[src/rtl/spi_arb_pkg.sv]
// Shared types and constants for the SPI monarch arbiter.
package spi_arb_pkg;

    localparam int CMD_W = 16;

    // err qualifier values carried alongside ack
    localparam logic ERR_NONE = 1'b0;
    localparam logic ERR_TO   = 1'b1;

    typedef enum logic [1:0] {
        IDLE   = 2'd0,
        LAUNCH = 2'd1,
        WAIT   = 2'd2,
        GAP    = 2'd3
    } state_t;

endpackage

[src/rtl/spi_arb_rr_pick.sv]
// Combinational round-robin selector: first set request after last_gnt, with wrap.
module rr_pick #(
    parameter int N = 4
) (
    input  logic [N-1:0]         req_i,
    input  logic [$clog2(N)-1:0] last_gnt_i,
    output logic                 any_o,
    output logic [$clog2(N)-1:0] winner_o
);

    localparam int IW = $clog2(N);

    logic [IW-1:0] cand;

    // Scan from the farthest candidate to the nearest so the nearest set bit wins.
    always_comb begin
        any_o    = 1'b0;
        winner_o = '0;
        cand     = '0;
        for (int k = N; k >= 1; k--) begin
            cand = IW'((int'(last_gnt_i) + k) % N);
            if (req_i[cand]) begin
                any_o    = 1'b1;
                winner_o = cand;
            end
        end
    end

endmodule

[src/rtl/spi_arb.sv]
// Round-robin arbiter/sequencer sharing one 16-bit SPI monarch among NUM_REQ requesters.
// Handshake: req is a level held until its one-cycle ack; err qualifies ack (1 = timed out,
// resp_out not updated); snd is a one-cycle launch with cmd stable; done is a level whose
// rising edge marks completion.
module spi_arb
    import spi_arb_pkg::*;
#(
    parameter int NUM_REQ = 4,
    parameter int GAP_CYC = 2,
    parameter int TO_CYC  = 2048
) (
    input  logic                     clk,
    input  logic                     rst_n,
    input  logic [NUM_REQ-1:0]       req_i,
    input  logic [CMD_W*NUM_REQ-1:0] req_cmd_i,
    output logic [NUM_REQ-1:0]       ack_o,
    output logic                     err_o,
    output logic [CMD_W-1:0]         resp_out_o,
    output logic                     busy_o,
    output logic [2:0]               owner_o,
    output logic                     snd_o,
    output logic [CMD_W-1:0]         cmd_o,
    input  logic                     done_i,
    input  logic [CMD_W-1:0]         resp_i,
    output state_t                   state_o
);

    localparam int IW    = $clog2(NUM_REQ);
    localparam int CNT_W = $clog2(TO_CYC + GAP_CYC + 1);
    localparam logic [CNT_W-1:0] TO_LAST  = CNT_W'(TO_CYC - 1);
    // GAP always lasts at least one cycle; GAP_CYC of 0 or 1 both leave after one.
    localparam logic [CNT_W-1:0] GAP_LAST = CNT_W'((GAP_CYC == 0) ? 0 : GAP_CYC - 1);

    state_t               state_q, state_d;
    logic [IW-1:0]        owner_q, owner_d;
    logic [IW-1:0]        last_gnt_q, last_gnt_d;
    logic [CMD_W-1:0]     cmd_q, cmd_d;
    logic [CMD_W-1:0]     resp_q, resp_d;
    logic [NUM_REQ-1:0]   ack_q, ack_d;
    logic                 err_q, err_d;
    logic [CNT_W-1:0]     cnt_q, cnt_d;
    logic                 done_q;

    logic                 pick_any;
    logic [IW-1:0]        pick_idx;
    logic                 done_edge;
    logic [CMD_W-1:0]     cmd_arr [NUM_REQ];

    rr_pick #(.N(NUM_REQ)) u_pick (
        .req_i      (req_i),
        .last_gnt_i (last_gnt_q),
        .any_o      (pick_any),
        .winner_o   (pick_idx)
    );

    // Unpack the flat command bus into one word per requester.
    always_comb begin
        for (int i = 0; i < NUM_REQ; i++) begin
            cmd_arr[i] = req_cmd_i[i*CMD_W +: CMD_W];
        end
    end

    // Only a fresh rising edge of done counts; a level left from a prior transaction does not.
    assign done_edge = done_i & ~done_q;

    // Next-state and datapath updates; ack/err default low so they pulse for one cycle.
    always_comb begin
        state_d    = state_q;
        owner_d    = owner_q;
        last_gnt_d = last_gnt_q;
        cmd_d      = cmd_q;
        resp_d     = resp_q;
        cnt_d      = cnt_q;
        ack_d      = '0;
        err_d      = ERR_NONE;
        case (state_q)
            IDLE: begin
                if (pick_any) begin
                    owner_d = pick_idx;
                    cmd_d   = cmd_arr[pick_idx];
                    state_d = LAUNCH;
                end
            end
            LAUNCH: begin
                cnt_d   = '0;
                state_d = WAIT;
            end
            WAIT: begin
                if (done_edge) begin
                    resp_d         = resp_i;
                    ack_d[owner_q] = 1'b1;
                    err_d          = ERR_NONE;
                    last_gnt_d     = owner_q;
                    cnt_d          = '0;
                    state_d        = GAP;
                end else if (cnt_q == TO_LAST) begin
                    ack_d[owner_q] = 1'b1;
                    err_d          = ERR_TO;
                    last_gnt_d     = owner_q;
                    cnt_d          = '0;
                    state_d        = GAP;
                end else begin
                    cnt_d = cnt_q + 1'b1;
                end
            end
            GAP: begin
                if (cnt_q >= GAP_LAST) begin
                    cnt_d   = '0;
                    state_d = IDLE;
                end else begin
                    cnt_d = cnt_q + 1'b1;
                end
            end
            default: state_d = IDLE;
        endcase
    end

    // State and datapath registers with asynchronous active-low reset.
    always_ff @(posedge clk or negedge rst_n) begin
        if (!rst_n) begin
            state_q    <= IDLE;
            owner_q    <= '0;
            last_gnt_q <= IW'(NUM_REQ - 1);
            cmd_q      <= '0;
            resp_q     <= '0;
            ack_q      <= '0;
            err_q      <= ERR_NONE;
            cnt_q      <= '0;
            done_q     <= 1'b0;
        end else begin
            state_q    <= state_d;
            owner_q    <= owner_d;
            last_gnt_q <= last_gnt_d;
            cmd_q      <= cmd_d;
            resp_q     <= resp_d;
            ack_q      <= ack_d;
            err_q      <= err_d;
            cnt_q      <= cnt_d;
            done_q     <= done_i;
        end
    end

    assign snd_o      = (state_q == LAUNCH);
    assign busy_o     = (state_q != IDLE);
    assign cmd_o      = cmd_q;
    assign resp_out_o = resp_q;
    assign ack_o      = ack_q;
    assign err_o      = err_q;
    assign owner_o    = 3'(owner_q);
    assign state_o    = state_q;

endmodule

[config.mk]
export PLATFORM = sky130hd
export DESIGN_NAME = spi_arb
export DESIGN_NICKNAME = d
export VERILOG_FILES = /design/src/rtl/spi_arb_pkg.sv /design/src/rtl/spi_arb_rr_pick.sv /design/src/rtl/spi_arb.sv
export SDC_FILE = /design/constraint.sdc
export NUM_CORES = 1
export LEC_CHECK = 0
export ABC_AREA = 1
export BUFFER_PORTS_ARGS = -buffer_cell sky130_fd_sc_hd__buf_4
export CORE_MARGIN = 3
export CORE_UTILIZATION = 49
export DETAILED_ROUTE_END_ITERATION = 6
export GPL_TIMING_DRIVEN = 0
export PLACE_DENSITY = 0.81
export SLEW_MARGIN = 15
export SYNTH_ARGS = -nofsm -noshare
export SYNTH_HDL_FRONTEND = slang
export SYNTH_SLANG_ARGS = --single-unit
[constraint.sdc]
create_clock -name clk -period 2.78 [get_ports clk]
set_clock_uncertainty 0.1 [all_clocks]
set_input_delay 0.556 -clock clk [delete_from_list [all_inputs] [get_ports clk]]
set_output_delay 0.556 -clock clk [all_outputs]
set_load 0.01 [all_outputs]
==> flow_metrics.tcl <==
set metrics [dict create \
    rr_startpoint "cnt_q[0]" \
    power.leakage_nw 2.398 \
    path_max_fanout 5 \
    worst_setup_path_start_kind "register" \
    relSlewSlack_pct 55.16 \
    hold_class "in2async" \
    power.density_nw_per_um2 1058 \
    die_y_um 87.70 \
    fillers 546 \
    arrival_ns 2.35 \
    dr.pass1.iters 4 \
    synth_top_cells_by_count "nand2_1 (99), inv_1 (61), dfrtp_1 (54), nand3_1 (49), nor2_1 (26)" \
    cts_tree "yes" \
    core_sq_um 6422 \
    finalPower_mw 4.689 \
    maxCapViolCount 0 \
    grt_max_degree 57 \
    cts_setup_buffers 0 \
    rows 29 \
    yosys.cell_count.top_type "nand2_1" \
    syn_area_per_cell_sq_um 7.997 \
    yosysSeqAreaShare_pct 42.92 \
    synth_edf_count 0 \
    r2r_cells 9 \
    crit_chain "ha_1 -> nand3_1 -> nor2_1 -> nand2_1 -> inv_1 -> nand4_1 -> o21ai_0 -> nand2_1 -> nor2_1" \
    fin_crit_ns 2.233 \
    cts_made_buffers 5 \
    cts_resized 0 \
    use_met3_pct 5.174 \
    clkSlewWorstSetupHoldPaths_ns 0.10 \
    maxClockFrequency_mhz 447.8 \
    nNetsFinal 640 \
    grt_busiest_layer "met2" \
    worst_pin_slew_ns 0.6726 \
    ant_nets 0 \
    cts_root_buf "clkbuf_8" \
    slowest_delay_ns 0.50 \
    dpl_cell_area_sq_um 4335 \
    drive_above_1_share_pct 34.07 \
    synthDistinctLibCells 32 \
    r2r-end "ack_o[1]" \
    worstSetupEndpointType "register" \
    tns_ns 0 \
    die_area_sq_um 7691 \
    grt_use_met1_pct 25.62 \
    multi_input_area_sq_um 1499 \
    clock_latency_ns 0.31 \
    regArea_sq_um 1404 \
    finalSetupViolCount 0 \
    synth.top_cell.area_share_pct 41.32 \
    synth_top_area_cell "dfrtp_1" \
    hold_ws_ns 0.1888 \
    min_period_over_period_pct 80.33 \
    cp_top_family "simple AND/OR/NAND/NOR gates" \
    grt.total_usage_pct 21.22 \
    via_per_inst 4.857 \
    gp_congestion 0.9534 \
    fin_ws_ns 0.5470 \
    yosysWarningCount 0 \
    slew_violations 0 \
    clk_path_buf_depth 2 \
    rsz0062_at_grt "no" \
    grt_pass1_wl_um 13090 \
    ys_top_cells_by_area "dfrtp_1 (41%), nand2_1 (11%), nand3_1 (7.5%)" \
    drt_iter0_drc 83 \
    met2_usage_pct 36.85 \
    n_antenna_cell 0 \
    portBuffers 129 \
    synth_fp_nets 504 \
    cts_hold_buffers 0 \
    ioPinCount 131 \
    h-tree-depth 2 \
    critical_path_required_ns 2.90 \
    async_reset_ff_share_pct 100.0 \
    reg2reg_slack_ns 0.55 \
    wl_per_cell_um 12.82 \
    syn-cell-area_sq_um 3271 \
    drc 0 \
    area_growth_pct 35.54 \
    start_util_pct 50.93 \
    dpl_worst_slack_ns 0.5740 \
    vdd_drop_max_uv 678.8 \
    crit_buf_inv 1 \
    ys_ff_latch 56 \
    antenna_found_initial 0 \
    hpwl_um 6508 \
    first_global_vias 2988 \
    hold_viol 0 \
    gr-total-overflow 0 \
    synth-main-ff-cell "dfrtp_1" \
    via_count 3026 \
    status "finished clean" \
    postSynthCellCount 409 \
    die_w_um 87.70 \
    wl_um 7985 \
    critPathKind "reg2reg" \
    worst_path_max_delay_cell "o21ai_0" \
    cts_sinks 56 \
    design_area_sq_um 4433 \
]
==> cell type report <==
cell class                 count  share of cell area [%]
clock buffer                   6                   1.863
inverter                      68                   5.871
buffer                        13                   2.427
multi-input combinational    272                   33.81
timing repair buffer         129                   21.85
clock inverter                 2                  0.3387
tap                           77                   2.173
sequential                    56                   31.67
==> sequential cells by signal (all words and copies together) (netlist names) <==
signal,flops
resp_out_o,16
err_o,1
ack_o,4
done_q,1
owner_q,2
last_gnt_q,2
cnt_q,12
cmd_o,16
state_o,2
==> layer usage <==
| metal | wire length [um] | up-vias |
|---|---|---|
| met5 | 0 | - |
| met4 | 180 | 0 |
| met3 | 723 | 18 |
| met2 | 3963 | 126 |
| met1 | 3117 | 1333 |
| li1 | - | 1549 |
==> worst register-to-register path, stage by stage (launching register included) <==
cell     delay [ns]
dfrtp_1        0.39
ha_1           0.19
nand3_1        0.12
nor2_1         0.17
nand2_1        0.09
inv_1          0.10
nand4_1        0.16
o21ai_0        0.50
nand2_1        0.16
nor2_1         0.18
==> cells in the final DEF, fill, tap and decap left out, types with 2 or more instances in the layout <==
master,netlist,layout
a21oi_1,5,5
buf_2,2,2
buf_4,3,132
buf_6,6,6
clkbuf_1,2,2
clkbuf_8,0,6
clkinvlp_4,0,2
dfrtp_1,54,54
dfstp_2,2,2
ha_1,8,8
inv_1,61,61
inv_2,5,5
mux2_2,16,16
nand2_1,99,99
nand2_2,8,8
nand2_4,2,2
nand3_1,49,49
nand4_1,3,3
nor2_1,26,26
nor2_2,2,2
nor3_1,5,5
o211ai_1,12,12
o21ai_0,11,11
or2_1,12,12
xor2_1,7,7
==> worst max path at each step <==
| stage | startpoint | endpoint | slack (ns) | cells after the start |
|---|---|---|---|---|
| 2_1_floorplan | last_gnt_q[0] | cmd_o[0] | 0.86 | 14 |
| 3_5_place_dp | req_i[3] | owner_q[1] | 0.57 | 11 |
| 4_1_cts | cnt_q[0] | ack_o[1] | 0.56 | 9 |
| 3_3_place_gp | req_i[3] | cmd_o[13] | 0.59 | 12 |
| 5_1_grt | cnt_q[0] | ack_o[1] | 0.28 | 9 |
| 6_report | cnt_q[0] | ack_o[1] | 0.55 | 9 |
==> cells by family (layout without fill, tap and decap cells) <==
group                      Yosys count  after routing  synth area share [%]
muxes                               16             16                 5.509
other                                1              1                0.1147
and+or+nand+nor                    209            209                 29.46
AOI/OAI and AO/OA                   30             30                 5.547
DFF                                 56             56                 42.92
xor gates and xnor gates             8              8                 2.142
adders and majority gates            8              8                 3.061
buffers and inverters               81            218                 11.25
==> report_power, final <==
group | leakage, nW | internal [mW] | switching [mW] | total (mW)
clock network | 0.0434 | 0.202 | 0.266 | 0.468
logic | 1.65 | 1.27 | 1.62 | 2.89
registers | 0.701 | 1.13 | 0.197 | 1.33
==> metrics by stage <==
step	utilization (%)	std cells
floorplan	-	409
global placement	67.50	615
detailed placement	67.50	615
CTS	69.02	623
global route	69.02	623
finish	69.02	623
Note: power is estimated with default switching activity, not from simulation.
